==> src/rtl/dcache_assoc_ctrl_if.sv <==
// Pipeline-side and backing-memory-side signals of the data cache.
// The cache uses the slave modport; the requester/memory side uses master.
interface dcache_assoc_ctrl_if #(
  parameter int ADDRESS_WIDTH = 32,
  parameter int DATA_WIDTH    = 32
);
  logic                     cpu_req;
  logic                     cpu_we;
  logic [ADDRESS_WIDTH-1:0] cpu_addr;
  logic [DATA_WIDTH-1:0]    cpu_wdata;
  logic [DATA_WIDTH-1:0]    cpu_rdata;
  logic                     cpu_ready;
  logic                     mem_req;
  logic                     mem_we;
  logic [ADDRESS_WIDTH-1:0] mem_addr;
  logic [DATA_WIDTH-1:0]    mem_wdata;
  logic [DATA_WIDTH-1:0]    mem_rdata;
  logic                     mem_ack;

  modport slave (
    input  cpu_req, cpu_we, cpu_addr, cpu_wdata,
    output cpu_rdata, cpu_ready,
    output mem_req, mem_we, mem_addr, mem_wdata,
    input  mem_rdata, mem_ack
  );

  modport master (
    output cpu_req, cpu_we, cpu_addr, cpu_wdata,
    input  cpu_rdata, cpu_ready,
    input  mem_req, mem_we, mem_addr, mem_wdata,
    output mem_rdata, mem_ack
  );
endinterface

==> src/rtl/dcache_assoc_ctrl.sv <==
// Set-associative (1 or 2 way) write-through, no-write-allocate data cache
// with a miss-handling FSM. One word per line, LRU replacement for 2 ways.
// Read hits complete combinationally; misses and stores stall via cpu_ready.
// Optional macro DCACHE_STATS_EN adds saturating hit/miss counters.
module dcache_assoc_ctrl #(
  parameter int ADDRESS_WIDTH = 32,
  parameter int DATA_WIDTH    = 32,
  parameter int SET_BITS      = 3,
  parameter int WAYS          = 2
) (
  input  logic clk,
  input  logic rst,
  dcache_assoc_ctrl_if.slave bus
`ifdef DCACHE_STATS_EN
  ,
  output logic [31:0] hit_cnt,
  output logic [31:0] miss_cnt
`endif
);

  localparam int SETS  = 1 << SET_BITS;
  localparam int TAG_W = ADDRESS_WIDTH - SET_BITS - 2;

  typedef enum logic [1:0] {IDLE, RMISS, WTHRU, DONE} cacheState_t;

  cacheState_t stateReg, stateNext;

  logic [SET_BITS-1:0]   setIdx;
  logic [TAG_W-1:0]      reqTag;
  logic [WAYS-1:0]       wayHit, wayValid, victimOh, lruOh, fillWe, storeWe;
  logic [DATA_WIDTH-1:0] wayData [WAYS];
  logic [DATA_WIDTH-1:0] hitData, rdataQ, rdataNow;
  logic                  anyHit, readyNow, memReqNow, memWeNow;
  logic                  fillEn, storeEn, hitTouch;

  assign setIdx = bus.cpu_addr[SET_BITS+1:2];
  assign reqTag = bus.cpu_addr[ADDRESS_WIDTH-1:SET_BITS+2];

  // Per-way storage. Reads are asynchronous so a hit can complete in the
  // request cycle; tag and data words carry no reset, only valid bits do.
  genvar gi;
  generate
    for (gi = 0; gi < WAYS; gi++) begin : gWay
      logic                  validMem [SETS];
      logic [TAG_W-1:0]      tagMem   [SETS];
      logic [DATA_WIDTH-1:0] dataMem  [SETS];

      assign wayValid[gi] = validMem[setIdx];
      assign wayHit[gi]   = validMem[setIdx] && (tagMem[setIdx] == reqTag);
      assign wayData[gi]  = dataMem[setIdx];
      assign fillWe[gi]   = fillEn && victimOh[gi];
      assign storeWe[gi]  = storeEn && wayHit[gi];

      // Valid bits: cleared on reset, set when this way is filled.
      always_ff @(posedge clk or posedge rst) begin
        if (rst) begin
          for (int s = 0; s < SETS; s++) validMem[s] <= 1'b0;
        end else if (fillWe[gi]) begin
          validMem[setIdx] <= 1'b1;
        end
      end

      // Tag/data: miss fill writes both; a store hit updates the word only.
      always_ff @(posedge clk) begin
        if (fillWe[gi]) begin
          tagMem[setIdx]  <= reqTag;
          dataMem[setIdx] <= bus.mem_rdata;
        end else if (storeWe[gi]) begin
          dataMem[setIdx] <= bus.cpu_wdata;
        end
      end
    end

    if (WAYS == 2) begin : gLru
      // lruMem holds the index of the way to evict next in each set.
      logic lruMem [SETS];

      assign lruOh = lruMem[setIdx] ? 2'b10 : 2'b01;

      // Point LRU at the way not just touched (hit, store hit or fill).
      always_ff @(posedge clk or posedge rst) begin
        if (rst) begin
          for (int s = 0; s < SETS; s++) lruMem[s] <= 1'b0;
        end else if (hitTouch || (storeEn && anyHit)) begin
          lruMem[setIdx] <= ~wayHit[1];
        end else if (fillEn) begin
          lruMem[setIdx] <= ~victimOh[1];
        end
      end
    end else begin : gDirect
      assign lruOh = '1;
    end
  endgenerate

  // Hit data mux and victim choice: first invalid way (way 0 first), else LRU.
  always_comb begin
    logic found;
    hitData  = '0;
    victimOh = '0;
    found    = 1'b0;
    for (int w = 0; w < WAYS; w++) begin
      if (wayHit[w]) hitData = hitData | wayData[w];
      if (!wayValid[w] && !found) begin
        victimOh[w] = 1'b1;
        found       = 1'b1;
      end
    end
    if (!found) victimOh = lruOh;
  end

  assign anyHit = |wayHit;

  // State register.
  always_ff @(posedge clk or posedge rst) begin
    if (rst) stateReg <= IDLE;
    else     stateReg <= stateNext;
  end

  // Next-state and handshake outputs.
  always_comb begin
    stateNext = stateReg;
    readyNow  = 1'b0;
    rdataNow  = '0;
    memReqNow = 1'b0;
    memWeNow  = 1'b0;
    fillEn    = 1'b0;
    storeEn   = 1'b0;
    hitTouch  = 1'b0;
    case (stateReg)
      IDLE: begin
        if (bus.cpu_req) begin
          if (bus.cpu_we) begin
            stateNext = WTHRU;
          end else if (anyHit) begin
            readyNow = 1'b1;
            rdataNow = hitData;
            hitTouch = 1'b1;
          end else begin
            stateNext = RMISS;
          end
        end
      end
      RMISS: begin
        memReqNow = 1'b1;
        if (bus.mem_ack) begin
          fillEn    = 1'b1;
          stateNext = DONE;
        end
      end
      WTHRU: begin
        memReqNow = 1'b1;
        memWeNow  = 1'b1;
        if (bus.mem_ack) begin
          storeEn   = 1'b1;
          stateNext = DONE;
        end
      end
      DONE: begin
        readyNow  = 1'b1;
        rdataNow  = rdataQ;
        stateNext = IDLE;
      end
      default: stateNext = IDLE;
    endcase
  end

  // Load result held for the DONE cycle; a store leaves zero there.
  always_ff @(posedge clk or posedge rst) begin
    if (rst)          rdataQ <= '0;
    else if (fillEn)  rdataQ <= bus.mem_rdata;
    else if (storeEn) rdataQ <= '0;
  end

  assign bus.cpu_ready = readyNow;
  assign bus.cpu_rdata = rdataNow;
  assign bus.mem_req   = memReqNow;
  assign bus.mem_we    = memWeNow;
  assign bus.mem_addr  = bus.cpu_addr;
  assign bus.mem_wdata = bus.cpu_wdata;

`ifdef DCACHE_STATS_EN
  logic missEvent;
  assign missEvent = (stateReg == IDLE) && bus.cpu_req && !bus.cpu_we && !anyHit;

  // Saturating hit/miss counters for loads decided in IDLE.
  always_ff @(posedge clk or posedge rst) begin
    if (rst) begin
      hit_cnt  <= '0;
      miss_cnt <= '0;
    end else begin
      if (hitTouch && (hit_cnt != 32'hFFFF_FFFF))   hit_cnt  <= hit_cnt + 32'd1;
      if (missEvent && (miss_cnt != 32'hFFFF_FFFF)) miss_cnt <= miss_cnt + 32'd1;
    end
  end
`endif

endmodule
==> src/flat_wrapper.sv <==
// flat-port wrapper written by rule: the top's interface ports become plain ports
module dcache_assoc_ctrl_flat 
#(
  parameter int ADDRESS_WIDTH = 32,
  parameter int DATA_WIDTH    = 32,
  parameter int SET_BITS      = 3,
  parameter int WAYS          = 2
)
  (clk, rst, bus_cpu_req, bus_cpu_we, bus_cpu_addr, bus_cpu_wdata, bus_cpu_rdata, bus_cpu_ready, bus_mem_req, bus_mem_we, bus_mem_addr, bus_mem_wdata, bus_mem_rdata, bus_mem_ack);
  dcache_assoc_ctrl_if #(.ADDRESS_WIDTH(ADDRESS_WIDTH), .DATA_WIDTH(DATA_WIDTH)) bus_i ();
  input  logic clk;
  input  logic rst;
  input wire logic [$bits(bus_i.cpu_req)-1:0] bus_cpu_req;
  input wire logic [$bits(bus_i.cpu_we)-1:0] bus_cpu_we;
  input wire logic [$bits(bus_i.cpu_addr)-1:0] bus_cpu_addr;
  input wire logic [$bits(bus_i.cpu_wdata)-1:0] bus_cpu_wdata;
  output wire logic [$bits(bus_i.cpu_rdata)-1:0] bus_cpu_rdata;
  output wire logic [$bits(bus_i.cpu_ready)-1:0] bus_cpu_ready;
  output wire logic [$bits(bus_i.mem_req)-1:0] bus_mem_req;
  output wire logic [$bits(bus_i.mem_we)-1:0] bus_mem_we;
  output wire logic [$bits(bus_i.mem_addr)-1:0] bus_mem_addr;
  output wire logic [$bits(bus_i.mem_wdata)-1:0] bus_mem_wdata;
  input wire logic [$bits(bus_i.mem_rdata)-1:0] bus_mem_rdata;
  input wire logic [$bits(bus_i.mem_ack)-1:0] bus_mem_ack;
  assign bus_i.cpu_req = bus_cpu_req;
  assign bus_i.cpu_we = bus_cpu_we;
  assign bus_i.cpu_addr = bus_cpu_addr;
  assign bus_i.cpu_wdata = bus_cpu_wdata;
  assign bus_cpu_rdata = bus_i.cpu_rdata;
  assign bus_cpu_ready = bus_i.cpu_ready;
  assign bus_mem_req = bus_i.mem_req;
  assign bus_mem_we = bus_i.mem_we;
  assign bus_mem_addr = bus_i.mem_addr;
  assign bus_mem_wdata = bus_i.mem_wdata;
  assign bus_i.mem_rdata = bus_mem_rdata;
  assign bus_i.mem_ack = bus_mem_ack;
  dcache_assoc_ctrl #(.ADDRESS_WIDTH(ADDRESS_WIDTH), .DATA_WIDTH(DATA_WIDTH), .SET_BITS(SET_BITS), .WAYS(WAYS)) u_core (.clk(clk), .rst(rst), .bus(bus_i));
endmodule
==> config.mk <==
export PLATFORM = sky130hd
export DESIGN_NAME = dcache_assoc_ctrl_flat
export DESIGN_NICKNAME = d
export VERILOG_FILES = /design/src/rtl/dcache_assoc_ctrl_if.sv /design/src/rtl/dcache_assoc_ctrl.sv /design/src/flat_wrapper.sv
export SDC_FILE = /design/constraint.sdc
export NUM_CORES = 1
export LEC_CHECK = 0
export CAP_MARGIN = 20
export CORE_ASPECT_RATIO = 1.4
export CORE_UTILIZATION = 29
export CTS_BUF_LIST = sky130_fd_sc_hd__clkbuf_8
export CTS_CLUSTER_SIZE = 28
export DETAILED_ROUTE_END_ITERATION = 10
export PLACE_DENSITY = 0.44
export SLEW_MARGIN = 15
export SYNTH_ARGS = -nofsm -noshare
export SYNTH_HDL_FRONTEND = slang
export SYNTH_SLANG_ARGS = --single-unit
==> constraint.sdc <==
create_clock -name clk -period 5.95 [get_ports clk]
set_clock_uncertainty 0.1 [all_clocks]
set_input_delay 0.8925 -clock clk [delete_from_list [all_inputs] [get_ports clk]]
set_output_delay 0.8925 -clock clk [all_outputs]
set_load 0.01 [all_outputs]
# Word level (Yosys, flattened, before mapping)
# Memory sizes are Yosys's and may differ from the RTL's.
# Index checks and enable logic that the tools add are counted.
[word_totals] ff_bits=58 ram_bits=944 input_bits=101 output_inout_bits=99 word_cells=120 mem_count=4
[classes] magnitude_cmp=2 n_eq_ne=8 n_mux=55 bitwise_logic=8 reduce_logical=17
[mem_list] memory="u_core.gWay[0].dataMem" words=8 word_bits=32 rd=1 rd_clocked_by_memory_dff=0 write_ports=1 line="dcache_assoc_ctrl.sv:46" text="logic [DATA_WIDTH-1:0] dataMem [SETS];"
[mem_list] memory="u_core.gWay[1].dataMem" words=8 word_bits=32 rd=1 rd_clocked_by_memory_dff=0 write_ports=1 line="dcache_assoc_ctrl.sv:46"
[mem_list] memory="u_core.gWay[0].tagMem" words=8 word_bits=27 rd=1 rd_clocked_by_memory_dff=0 write_ports=1 line="dcache_assoc_ctrl.sv:45" text="logic [TAG_W-1:0] tagMem [SETS];"
[mem_list] memory="u_core.gWay[1].tagMem" words=8 word_bits=27 rd=1 rd_clocked_by_memory_dff=0 write_ports=1 line="dcache_assoc_ctrl.sv:45"
[ops] op="32-bit 2-to-1 mux" n=9
[ops] op="32-bit case mux with 2 select lines" n=1
[ops] op="27-bit == test" n=2
[ops] op="32-bit bitwise OR" n=1
[ops] op="1-bit 2-to-1 mux" n=29
[ops] op="8-bit bitwise mux" n=2
[ops] op="8-bit 2-to-1 mux" n=2
[ops] op="8-bit bitwise OR" n=2
[ops] op="2-bit 2-to-1 mux" n=6
[ops] op="1-bit binary-select mux with 3-bit select" n=3
[ops] op="1-bit logical AND" n=9
[ops] op="2-bit case mux with 3 select lines" n=1
[ops] op="2-bit == test, second input constant" n=2
[ops] op="4-bit >= comparator, second input constant" n=1
[ops] op="4-bit by 1-bit less-than comparator with 1-bit output, second input constant" n=1
[ops] op="3-bit inverter with 4-bit output" n=1
[ops] op="2-bit nonzero test" n=2
[ops] op="2-bit OR reduction" n=2
[ops] op="1-bit demux with 3-bit select" n=1
[ops] op="3-bit != test, second input constant" n=1
[ops] op="3-bit AND reduction" n=1
[ops] op="2-bit by 1-bit == test with 1-bit output, second input constant" n=1
[ops] op="2-bit logical NOT" n=1
[ops] op="2-bit by 1-bit != test with 1-bit output, second input constant" n=1
[ops] op="6 further kinds" n=8

# Depth between registers and ports, before layout
[logic_depth] ltp_word=12 mapped_depth=15 ltp_nobuf=9

# Worst setup path before layout
# Ideal clock, no wire load.
[synth_path] path_kind="input -> register" start="input bus_cpu_addr[2]" end="memory u_core.gWay[0].dataMem[0][0] (enable)" arrival_time_ps=4943 required_ps=5429 slack_ps=486 stages=13 n_path_buf=5 path_cell_list="buf_4 buf_6 buf_4 buf_2 mux4_2 nor2_1 nor3_1 nor4b_1 nand4_1 or4_1 buf_2 o21a_1 nor2_1"
[synth_between] elab_chain_len=12
[synth_lines] item="start: declaration" line="flat_wrapper.sv:15" text="input wire logic [$bits(bus_i.cpu_addr)-1:0] bus_cpu_addr;"
[synth_lines] item="branches (longest 12 deep; another with memory read 8 x 27 bit)"
[synth_lines] item="end: declaration" line="dcache_assoc_ctrl.sv:46"
# Several ways; the timed one is not identified. The select of a mux whose other input is x is not followed.

# Worst setup path after layout
[layout_path] start="input bus_cpu_addr[3]" end="output bus_cpu_rdata[24]"
[layout_between] elab_chain_len=12
[layout_lines] item="branches (longest 8 deep; another with memory read 8 x 27 bit)"
[layout_lines] item="32-bit 2-to-1 mux (*)" line="dcache_assoc_ctrl.sv:134" text="end else if (anyHit) begin"
[layout_lines] item="32-bit 2-to-1 mux (*)" line="dcache_assoc_ctrl.sv:132" text="if (bus.cpu_we) begin"
[layout_lines] item="32-bit 2-to-1 mux (*)" line="dcache_assoc_ctrl.sv:131" text="if (bus.cpu_req) begin"
[layout_lines] item="32-bit case mux with 2 select lines (*)" line="dcache_assoc_ctrl.sv:129" text="case (stateReg)"
[layout_lines] item="end: declaration" line="flat_wrapper.sv:17" text="output wire logic [$bits(bus_i.cpu_rdata)-1:0] bus_cpu_rdata;"
# Mark *: on every way between the ends. The select of a mux whose other input is x is not followed.

==> results.sh <==
export IMPL_io_buffers=195
export IMPL_yosys_area_top_type="edfxtp_1"
export IMPL_synth_xor_xnor_area_share_pct=0.1955
export IMPL_ys_seq_area_share_pct=73.89
export IMPL_htreeDepth=4
export IMPL_worst_slew_pin_slew_ps=1108
export IMPL_ys_async_sr_fraction_pct=5.788
export IMPL_dp_slack_ps=-110.3
export IMPL_maxCapViolations=0
export IMPL_num_nets_final=2917
export IMPL_post_cts_buffers=0
export IMPL_worstPathArrival_ps=4820
export IMPL_wl_per_cell_um=28.48
export IMPL_cp_max_fo=17
export IMPL_p_per_area_mw_per_mm2=324.8
export IMPL_final_max_slew_viol_count=0
export IMPL_grt_overflow=0
export IMPL_drive_above_1_share_pct=24.75
export IMPL_cp_buffers_inverters=5
export IMPL_die_x_um=317.2
export IMPL_synth_adder_area_share_pct=0.1241
export IMPL_synthMuxAreaShare_pct=9.509
export IMPL_hpwl_mm=88.46
export IMPL_synth_edf_count=944
export IMPL_grt_max_degree=47
export IMPL_layout_setup_ws_ps=135.2
export IMPL_clock_sinks=1002
export IMPL_wirelength_mm=135.1
export IMPL_cp_slowest_cell="or4_4"
export IMPL_clockBufferDepth=3
export IMPL_critPathTopFamily="buffers and inverters"
export IMPL_ant_nets=0
export IMPL_crit_path_start_kind="input pin"
export IMPL_clk_pin_slew_ps=60
export IMPL_required_ps=4960
export IMPL_netlist_area_mm2=0.04033
export IMPL_leakagePower_nw=16.35
export IMPL_critPathCaptureType="output port"
export IMPL_ctsRootBufferMaster="clkbuf_8"
export IMPL_synth_simple_area_share_pct=4.545
export IMPL_synth_cells=2403
export IMPL_boundaryPins=200
export IMPL_synth_area_top_cells="edfxtp_1 70%, mux2_2 3.8%, dfrtp_1 3.6%"
export IMPL_min_period_ps=5815
export IMPL_vias=24420
export IMPL_slew_headroom_pct=25.96
export IMPL_die_y_um=443.2
export IMPL_ys_ff_latch=1002
export IMPL_synth_compound_area_share_pct=8.836
export IMPL_antenna_found_initial=8
export IMPL_track_usage_pct=19.11
export IMPL_cts_tree="built"
export IMPL_initial_core_util_pct=29.27
export IMPL_max_stage_delay_ps=680
export IMPL_core_area_mm2=0.1378
export IMPL_die_area_mm2=0.1406
export IMPL_synth_top_area_share_pct=70.29
export IMPL_crit_path_frequent_cell="buf_4"
export IMPL_drtIter0Drc=2281
export IMPL_timing_final_crit_share_pct=97.73
export IMPL_min_path_type="input pin to async pin"
export IMPL_grt_pass1_vias=25010
export IMPL_dr_pass1_iters=5
export IMPL_rsz0062_at_grt="yes"
export IMPL_numCtsBuffers=166
export IMPL_critPathKind="input pin to output port"
export IMPL_path_cells="buf_4 -> buf_4 -> or2_2 -> buf_4 -> nor2_2 -> a222oi_1 -> xor2_1 -> nand4_1 -> or4_4 -> a2111oi_2 -> buf_4 -> nor2_1 -> o21ai_0 -> clkdlybuf4s50_1"
export IMPL_synth_top_flop_cell="edfxtp_1"
export IMPL_yosys_warnings=0
export IMPL_rows=161
export IMPL_fin_total_pwr_mw=16.05
export IMPL_drc=0
export IMPL_synth_cell_types=61
export IMPL_syn_area_per_cell_um2=16.78
export IMPL_clk_insertion_delay_late_ps=890
export IMPL_area_growth_pct=22.51
export IMPL_setup_viol=0
export IMPL_synth_top_family_by_area="multiplexers"
export IMPL_status="finished, final reports clean"
export IMPL_grt_pass1_wl_mm=188.3
export IMPL_max_freq_ghz=0.1720
export IMPL_final_cell_mix="944 x edfxtp_1, 198 x buf_4, 191 x clkdlybuf4s50_1"
export IMPL_layout_commonest_cell="edfxtp_1"
export IMPL_hold_buffers=0
export IMPL_gp_congestion=0.8258
export IMPL_ir_drop_mv=0.2252
export IMPL_hold_viol=0
export IMPL_synth_nets=2508
export IMPL_via_per_inst=5.149
[Yosys cell counts (all sizes together) (47+ instances only)]
| master | number |
|---|---|
| edfxtp | 944 |
| mux2 | 167 |
| buf | 127 |
| a22oi | 117 |
| nor2 | 115 |
| o22ai | 100 |
| mux2i | 94 |
| o21ai | 86 |
| nand2 | 76 |
| clkbuf | 73 |
| dfrtp | 58 |
| a22o | 47 |
[timing repair]
action,CTS,global route
resized for setup,6,10
endpoints found under the setup margin,6,29
endpoints found under the hold margin,0,0
[through the flow]
stage / utilization [%] / hold WS (ps) / TNS (ps) / instances / instance area, µm²
after floorplan: - / 327.4 / 0 / 2403 / 40330
after global placement: 33.50 / 340.4 / -1311 / 4437 / 46160
after detailed placement: 33.50 / 349.2 / -282.1 / 4437 / 46160
after CTS: 35.84 / 177.2 / 0 / 4738 / 49380
after global routing: 35.85 / 241.4 / -13.89 / 4740 / 49400
final: 35.86 / 281.0 / 0 / 4742 / 49410
[worst register-to-register path: cells and delay by family (launching register included)]
family                 cells  cell delay [ps]
AND/OR/NAND/NOR            6             2190
multiplexers               1              500
buffers and inverters      2              520
AO/OA/AOI/OAI              1              520
flip-flops                 1              360
[cell families (layout without fill, tap and decap cells)]
logic type / after synthesis / in the layout
flops: 1002 / 1002
mux: 306 / 306
simple gates: 365 / 365
compound gates: 506 / 506
xor+xnor: 9 / 9
other cells: 0 / 4
buf+inv: 211 / 753
fa+ha+maj: 4 / 4
[where the power goes]
part           switching (mW)  internal (mW)
Sequential              0.127           8.04
Clock                    2.93           3.05
Combinational            1.16          0.753
Total                    4.21           11.8
[worst paths after layout]
kind	from	end	slack, ps	depth (start not counted)
setup / recovery	bus_cpu_addr[3]	bus_cpu_rdata[24]	140	14
hold / removal	rst	u_core.gWay[1].validMem[7]	280	2
setup reg to reg	u_core.gWay[0].tagMem[0][2]	u_core.gWay[0].dataMem[5][19]	1480	10
hold reg to reg	u_core.gWay[0].validMem[5]	u_core.gWay[0].validMem[5]	370	1
max in group asynchronous	rst	u_core.rdataQ[18]	4260	3
min in group clk	u_core.gWay[0].validMem[5]	u_core.gWay[0].validMem[5]	370	1
[per-layer routing]
metal	vias up	routed length [µm]	track usage, %
li1	10530	-	-
met1	12760	54070	23.57
met2	889	69180	33.19
met3	231	7639	3.574
met4	4	4151	6.531
met5	-	26	0
[registers in the layout (all words and copies together) (netlist names)]
signal                count
u_core.gWay.dataMem     512
u_core.gWay.tagMem      432
u_core.rdataQ            32
u_core.gWay.validMem     16
u_core.gLru.lruMem        8
u_core.stateReg           2
[final cells by class]
cell class | instances | area [µm²]
clock buffers | 174 | 2395
multi-input cells | 1190 | 9701
flip-flops and latches | 1002 | 29800
clock inverters | 127 | 809.5
repair buffers | 441 | 4409
inverters | 11 | 41.29
well taps | 1793 | 2243
diodes | 4 | 10.01
fillers | 13180 | 88380
(Power assumes the default switching activity.)
